[src/rtl/pair_encoder.sv]
// Buffers input words in a small FIFO, scrambles each word with a self-advancing
// shift-complement key, and emits it as a complementary lane pair.
module pair_encoder #(
  parameter int m     = 8,
  parameter int DEPTH = 4
) (
  input  logic         clk_i,
  input  logic         rst_i,
  input  logic [m-1:0] data_i,
  input  logic         valid_i,
  output logic         ready_o,
  output logic [m-1:0] data_o [0:1],
  output logic         valid_o,
  input  logic         ready_i
);

  localparam int AW = (DEPTH > 1) ? $clog2(DEPTH) : 1;
  localparam int CW = AW + 1;
  localparam logic [CW-1:0] DEPTH_C = CW'(DEPTH);

  logic [m-1:0]  mem_q [DEPTH];
  logic [AW-1:0] wptr_q, wptr_d;
  logic [AW-1:0] rptr_q, rptr_d;
  logic [CW-1:0] count_q, count_d;
  logic          ready_q, ready_d;

  logic [m-1:0]  key_q, key_d;
  logic [m-1:0]  a_data_q, a_data_d;
  logic          a_v_q, a_v_d;
  logic [m-1:0]  out_q, out_d;
  logic          valid_q, valid_d;

  logic          push;
  logic          pop;
  logic          b_load;
  logic [m-1:0]  fifo_head;

  assign fifo_head = mem_q[rptr_q];
  assign push      = valid_i && ready_q;
  assign b_load    = a_v_q && (!valid_q || ready_i);
  // Stage A can take a new word when empty or when its current word moves to B.
  assign pop       = (count_q != '0) && (!a_v_q || b_load);

  always_comb begin
    wptr_d  = wptr_q;
    rptr_d  = rptr_q;
    count_d = count_q;
    if (push) wptr_d = wptr_q + AW'(1);
    if (pop)  rptr_d = rptr_q + AW'(1);
    if (push && !pop) begin
      count_d = count_q + CW'(1);
    end else if (!push && pop) begin
      count_d = count_q - CW'(1);
    end
    ready_d = (count_d < DEPTH_C);
  end

  always_comb begin
    key_d    = key_q;
    a_data_d = a_data_q;
    a_v_d    = a_v_q;
    if (pop) begin
      key_d    = {~key_q[m-2:0], 1'b0};
      a_data_d = fifo_head ^ key_q;
      a_v_d    = 1'b1;
    end else if (b_load) begin
      a_v_d    = 1'b0;
    end
  end

  always_comb begin
    out_d   = out_q;
    valid_d = valid_q;
    if (b_load) begin
      out_d   = a_data_q;
      valid_d = 1'b1;
    end else if (valid_q && ready_i) begin
      valid_d = 1'b0;
    end
  end

  always_ff @(posedge clk_i) begin
    if (push) mem_q[wptr_q] <= data_i;
  end

  always_ff @(posedge clk_i or negedge rst_i) begin
    if (!rst_i) begin
      wptr_q   <= '0;
      rptr_q   <= '0;
      count_q  <= '0;
      ready_q  <= 1'b0;
      key_q    <= '0;
      a_data_q <= '0;
      a_v_q    <= 1'b0;
      out_q    <= '0;
      valid_q  <= 1'b0;
    end else begin
      wptr_q   <= wptr_d;
      rptr_q   <= rptr_d;
      count_q  <= count_d;
      ready_q  <= ready_d;
      key_q    <= key_d;
      a_data_q <= a_data_d;
      a_v_q    <= a_v_d;
      out_q    <= out_d;
      valid_q  <= valid_d;
    end
  end

  // Lane 1 is derived from lane 0 so the complement holds even in reset.
  assign data_o[0] = out_q;
  assign data_o[1] = ~out_q;
  assign valid_o   = valid_q;
  assign ready_o   = ready_q;

endmodule

[config.mk]
export PLATFORM = sky130hd
export DESIGN_NAME = pair_encoder
export DESIGN_NICKNAME = d
export VERILOG_FILES = /design/src/rtl/pair_encoder.sv
export SDC_FILE = /design/constraint.sdc
export NUM_CORES = 1
export LEC_CHECK = 0
export BUFFER_PORTS_ARGS = -buffer_cell sky130_fd_sc_hd__buf_2
export CORE_MARGIN = 10
export CORE_UTILIZATION = 30
export DETAILED_ROUTE_END_ITERATION = 8
export PLACE_DENSITY = 0.53
export SLEW_MARGIN = 20
export SYNTH_ARGS = -nofsm -noshare
export SYNTH_HDL_FRONTEND = slang
export SYNTH_SLANG_ARGS = --single-unit
[constraint.sdc]
create_clock -name clk_i -period 3.3 [get_ports clk_i]
set_input_delay 0.495 -clock clk_i [delete_from_list [all_inputs] [get_ports clk_i]]
set_output_delay 0.495 -clock clk_i [all_outputs]
set_load 0.05 [all_outputs]
# ---- Word level (Yosys, flattened, before mapping)
# Memories as Yosys holds them, arrays and structs flattened.
# Index checks and enable logic that the tools add are counted.
dict set report totals {
  word_cells 41
  mem_bits_rw 32
  out_inout_bits 18
  inputBits 12
  regBits 33
  memories 1
}
dict set report classes {
  n_lt_le_gt_ge 1
  add_sub_neg 4
  muxes 8
  n_reduce_logical 15
  bitwise 3
}
# memory words word_bits read_ports rd_ports_with_merged_regs write_ports line
set mem_list {}
lappend mem_list {mem_q 4 8 1 0 1 21} ;# logic [m-1:0] mem_q [DEPTH];
# cell count
set op_table {}
lappend op_table {{8-bit inverter} 1}
lappend op_table {{8-bit bitwise XOR} 1}
lappend op_table {{7-bit inverter} 1}
lappend op_table {{1-bit logical AND} 6}
lappend op_table {{1-bit 2-to-1 mux} 6}
lappend op_table {{3-bit 2-to-1 mux} 2}
lappend op_table {{2-bit by 1-bit adder with 2-bit output, second input constant} 2}
lappend op_table {{1-bit logical NOT} 4}
lappend op_table {{2-bit nonzero test} 2}
lappend op_table {{3-bit by 1-bit adder with 3-bit output, second input constant} 1}
lappend op_table {{3-bit < comparator, second input constant} 1}
lappend op_table {{3-bit nonzero test} 1}
lappend op_table {{3-bit by 1-bit subtractor with 3-bit output, second input constant} 1}
lappend op_table {{1-bit logical OR} 2}

# ---- Longest topological paths before layout
dict set report depth {
  depth_word 9
  depth_mapped 10
  ltp_nobuf 9
}

# ---- Least setup slack after synthesis
# No wires, ideal clock.
dict set report synth_timing {
  path_kind {reg2reg}
  start {register valid_q (netlist: valid_o)}
  end {register ready_q (netlist: ready_o)}
  synth_period_minus_slack_ps 2022
  required_ps 3221
  t_arrival_ps 1943
  slack_ps 1278
  path_stages_with_launch 9
  cell_sequence {dfrtp_1 nand3b_1 nand2_2 inv_1 buf_4 ha_1 nor2b_1 a22oi_1 xor2_1}
}
dict set report synth_between {
  elab_chain_cells 9
}
# element line
set synth_lines {}
lappend synth_lines {{start: declaration} 31} ;# logic valid_q, valid_d;
lappend synth_lines {{start signal: assignment} 106} ;# valid_q <= valid_d;
lappend synth_lines {{1-bit logical NOT (*)} 40} ;# assign b_load = a_v_q && (!valid_q || ready_i);
lappend synth_lines {{1-bit logical OR (*)} 40}
lappend synth_lines {{1-bit logical AND (*)} 40}
lappend synth_lines {{1-bit logical OR (*)} 42} ;# assign pop = (count_q != '0) && (!a_v_q || b_load);
lappend synth_lines {{1-bit logical AND (*)} 42}
lappend synth_lines {{1-bit logical AND or 1-bit logical NOT (tied branches)} {52, 50}}
lappend synth_lines {{3-bit 2-to-1 mux or 1-bit logical AND (tied branches)} {52, 50}}
lappend synth_lines {{3-bit 2-to-1 mux (*)} 50} ;# if (push && !pop) begin
lappend synth_lines {{3-bit < comparator (*)} 55} ;# ready_d = (count_d < DEPTH_C);
lappend synth_lines {{named net ready_d} 25} ;# logic ready_q, ready_d;
lappend synth_lines {{end signal: assignment} 101} ;# ready_q <= ready_d;
lappend synth_lines {{end: declaration} 25}
# The timed path passes the listed nets; every way through them passes the cells marked *.
# A chain may end at the register's enable or synchronous reset.

# ---- Final worst setup path
dict set report layout_timing {
  start {register count_q[0]}
  end {register ready_q (netlist: ready_o)}
}
dict set report layout_between {
  elab_chain_cells 6
}
# element line
set layout_lines {}
lappend layout_lines {{start: declaration} 24} ;# logic [CW-1:0] count_q, count_d;
lappend layout_lines {{start signal: assignment} 100} ;# count_q <= count_d;
lappend layout_lines {{parallel branches: the longest is 4 deep, another holds 3-bit by 1-bit subtractor with 3-bit output} n/a}
lappend layout_lines {{3-bit 2-to-1 mux (*)} 50}
lappend layout_lines {{3-bit < comparator (*)} 55}
lappend layout_lines {{named net ready_d} 25}
# Mark *: on every way through the listed nets, which the timed path passes.

==> results.yml <==
final_layout:
  n_antenna_cell: 0
  layout_commonest_cell: "dfrtp_1"
  nNetsFinal: 235
  fillerInstances: 855
  area.growth.synth_to_final_pct: 16.4
  drive_gt1_share_pct: 28.3
  most-common-layout-cells: "dfrtp_1 (33), edfxtp_1 (32), buf_2 (29)"
synthesis:
  synth_cell_types: 28
  synth_top_area_share_pct: 35.8
  yosysTopAreaCell: "edfxtp_1"
  syn_area_sq_mm: 0.00269
  yosysWarnings: 0
  ys_top_cells_by_area: "edfxtp_1 (36%), dfrtp_1 (31%), mux4_2 (6.7%)"
  syn-mean-instance-area_sq_um: 15.1
  seq_area_frac_synth_pct: 66.5
  ys_seq_elements: 65
  synth_nets: 199
  netlist_instances: 178
global_routing:
  gr-total-overflow: 0
  use_met2_pct: 10.4
  grt_pass1_vias: 1502
  gr-usage-met3_pct: 3.88
  top_usage_layer: "met2"
  grt_pass1_wl_microns: 7570
  antenna_found_initial: 0
  grt_max_degree: 34
  track_usage_pct: 7.52
  met1_usage_pct: 9.53
drt:
  drt_first_pass_iters: 4
  wirelength_microns: 4610
  antenna_left: 0
  wl_per_cell_microns: 14.1
  num_vias: 1457
  drt-vias-per-instance: 4.46
  drc_errors: 0
  dr.first_iter.drc_count: 51
floorplan:
  die_h_microns: 115
  ios: 30
  num_rows: 34
  initial_utilization_pct: 30.8
  core_region_area_sq_mm: 0.00872
  die_width_microns: 115
  die-area_sq_mm: 0.0131
setup_path:
  cp-start-kind: "register"
  worst_ep_required_time_ns: 3.51
  path_class: "register to register"
  end_kind: "register"
  arrival_ns: 2.38
  cp_max_fo: 14
sta:
  max_clock_freq_mhz: 460
  fin_skew_ns: 0.00461
  hold_ws_ns: 0.215
  tightest_slew_ns: 0.724
  hold_violations: 0
  slew_headroom_pct: 51.7
  period_share_pct: 65.8
  drv_slew: 0
  setup_violations: 0
  final.setup.tns_ns: 0
  rsz0062_at_grt: "false"
  fin_crit_ns: 2.17
place:
  gp_congestion: 0.708
  port_buffers: 29
  hpwl_microns: 3100
clock_tree:
  cts_hold_buf: 0
  post_cts_resize_count: 0
  ctsLongestPathBuffers: 2
  cts_tree: "yes"
  clock-sinks: 65
  clk_pin_slew_ns: 0.07
  postCtsSetupRepairBufs: 0
  clkLatencyLatePin_ns: 0.33
  root_buffer: "clkbuf_8"
  numCtsBuffers: 9
  h-tree-depth: 3
pwr:
  ir_drop_mv: 0.332
  p_per_area_mw_per_mm2: 1070
  p_leak_uw: 0.00127
min_path:
  min_path_type: "primary input to asynchronous set/reset pin"
run:
  drv_cap: 0
run_status:
  status: "completed"
worst paths after layout:
path,startpoint,endpoint,slack (ns),cells after the start
worst max-delay path,count_q[0],ready_o,1.13,8
worst min-delay path,rst_i,count_q[0],0.22,1
worst max register to register,count_q[0],ready_o,1.13,8
worst min register to register,a_v_q,valid_o,0.49,1
max in group asynchronous,rst_i,a_data_q[1],2.61,1
min in group clk_i,data_i[5],mem_q[3][5],0.38,1
cell type report:
class	count	area [sq um]	area share (%)
Clock buffer	9	124	3.96
Clock inverter	7	61.3	1.96
Inverter	15	56.3	1.80
Multi-Input combinational cell	93	812	26.0
Sequential cell	65	1790	57.1
Tap cell	108	135	4.32
Timing Repair Buffer	30	153	4.88
Yosys cell counts:
library cell  number
nor3b_1            1
nand3b_1           2
nand3_1            2
edfxtp_1          32
mux2_4             1
o211ai_1           1
xnor2_1           10
and3_1             4
o21ai_0            5
mux2i_1            2
nor2_1             1
buf_2              1
a21oi_1           22
nand2b_1           5
buf_6              1
a22oi_1            1
nand2_1            5
xor2_1             1
ha_1               9
nand2_2            1
clkbuf_2           1
nor2b_1            3
mux2_2             9
inv_1             15
dfrtp_1           33
buf_4              1
mux4_2             8
clkbuf_1           1
state kept, by name, indices dropped and copies added (netlist names), 2 cells and up, named ones only:
register,count
out_q,8
mem_q,32
a_data_q,8
key_q,7
rptr_q,2
wptr_q,2
count_q,2
per-stage QoR:
stage          std cells  total power, uW  util, %  worst slack [ns]  instance area [sq um]
3_5_place_dp         311             2750     33.7              1.04                   2940
6_report             327             3330     35.9              1.13                   3130
5_1_grt              327             3590     35.9             0.876                   3130
2_1_floorplan        178             2440        -              1.28                   2690
3_3_place_gp         311             2740     33.7              1.07                   2940
4_1_cts              327             3400     35.9              1.10                   3130
cells by family (layout without fill, tap and decap cells):
group,count (synthesis),after routing,share of synthesized area [%]
muxes,20,20,11.8
and+or+nand+nor,24,24,5.07
DFF,65,65,66.5
buffers and inverters,20,61,3.30
AOI/OAI and AO/OA,29,29,5.59
xor gates and xnor gates,11,11,3.58
adders and majority gates,9,9,4.19
power breakdown:
group	switching, uW	total, uW	internal (uW)	leakage (uW)
clock network	288	627	339	0.0000877
logic	856	1380	524	0.000511
registers	197	1330	1130	0.000667
total	1340	3330	1990	0.00127
layer usage:
layer,up-vias,wire length (microns),share of wire (%)
li1,707,-,-
met1,705,2130,46
met2,38,2070,45
met3,7,354,7.7
met4,0,57,1.2
met5,-,0,0
critical path, stage by stage, from the launching register on:
cell,delay (ns)
dfrtp_1,0.39
inv_1,0.08
ha_1,0.19
nand2b_1,0.37
nand2_2,0.21
ha_1,0.32
nor2b_1,0.21
a22oi_1,0.12
xor2_1,0.16
(Power assumes the default switching activity.)
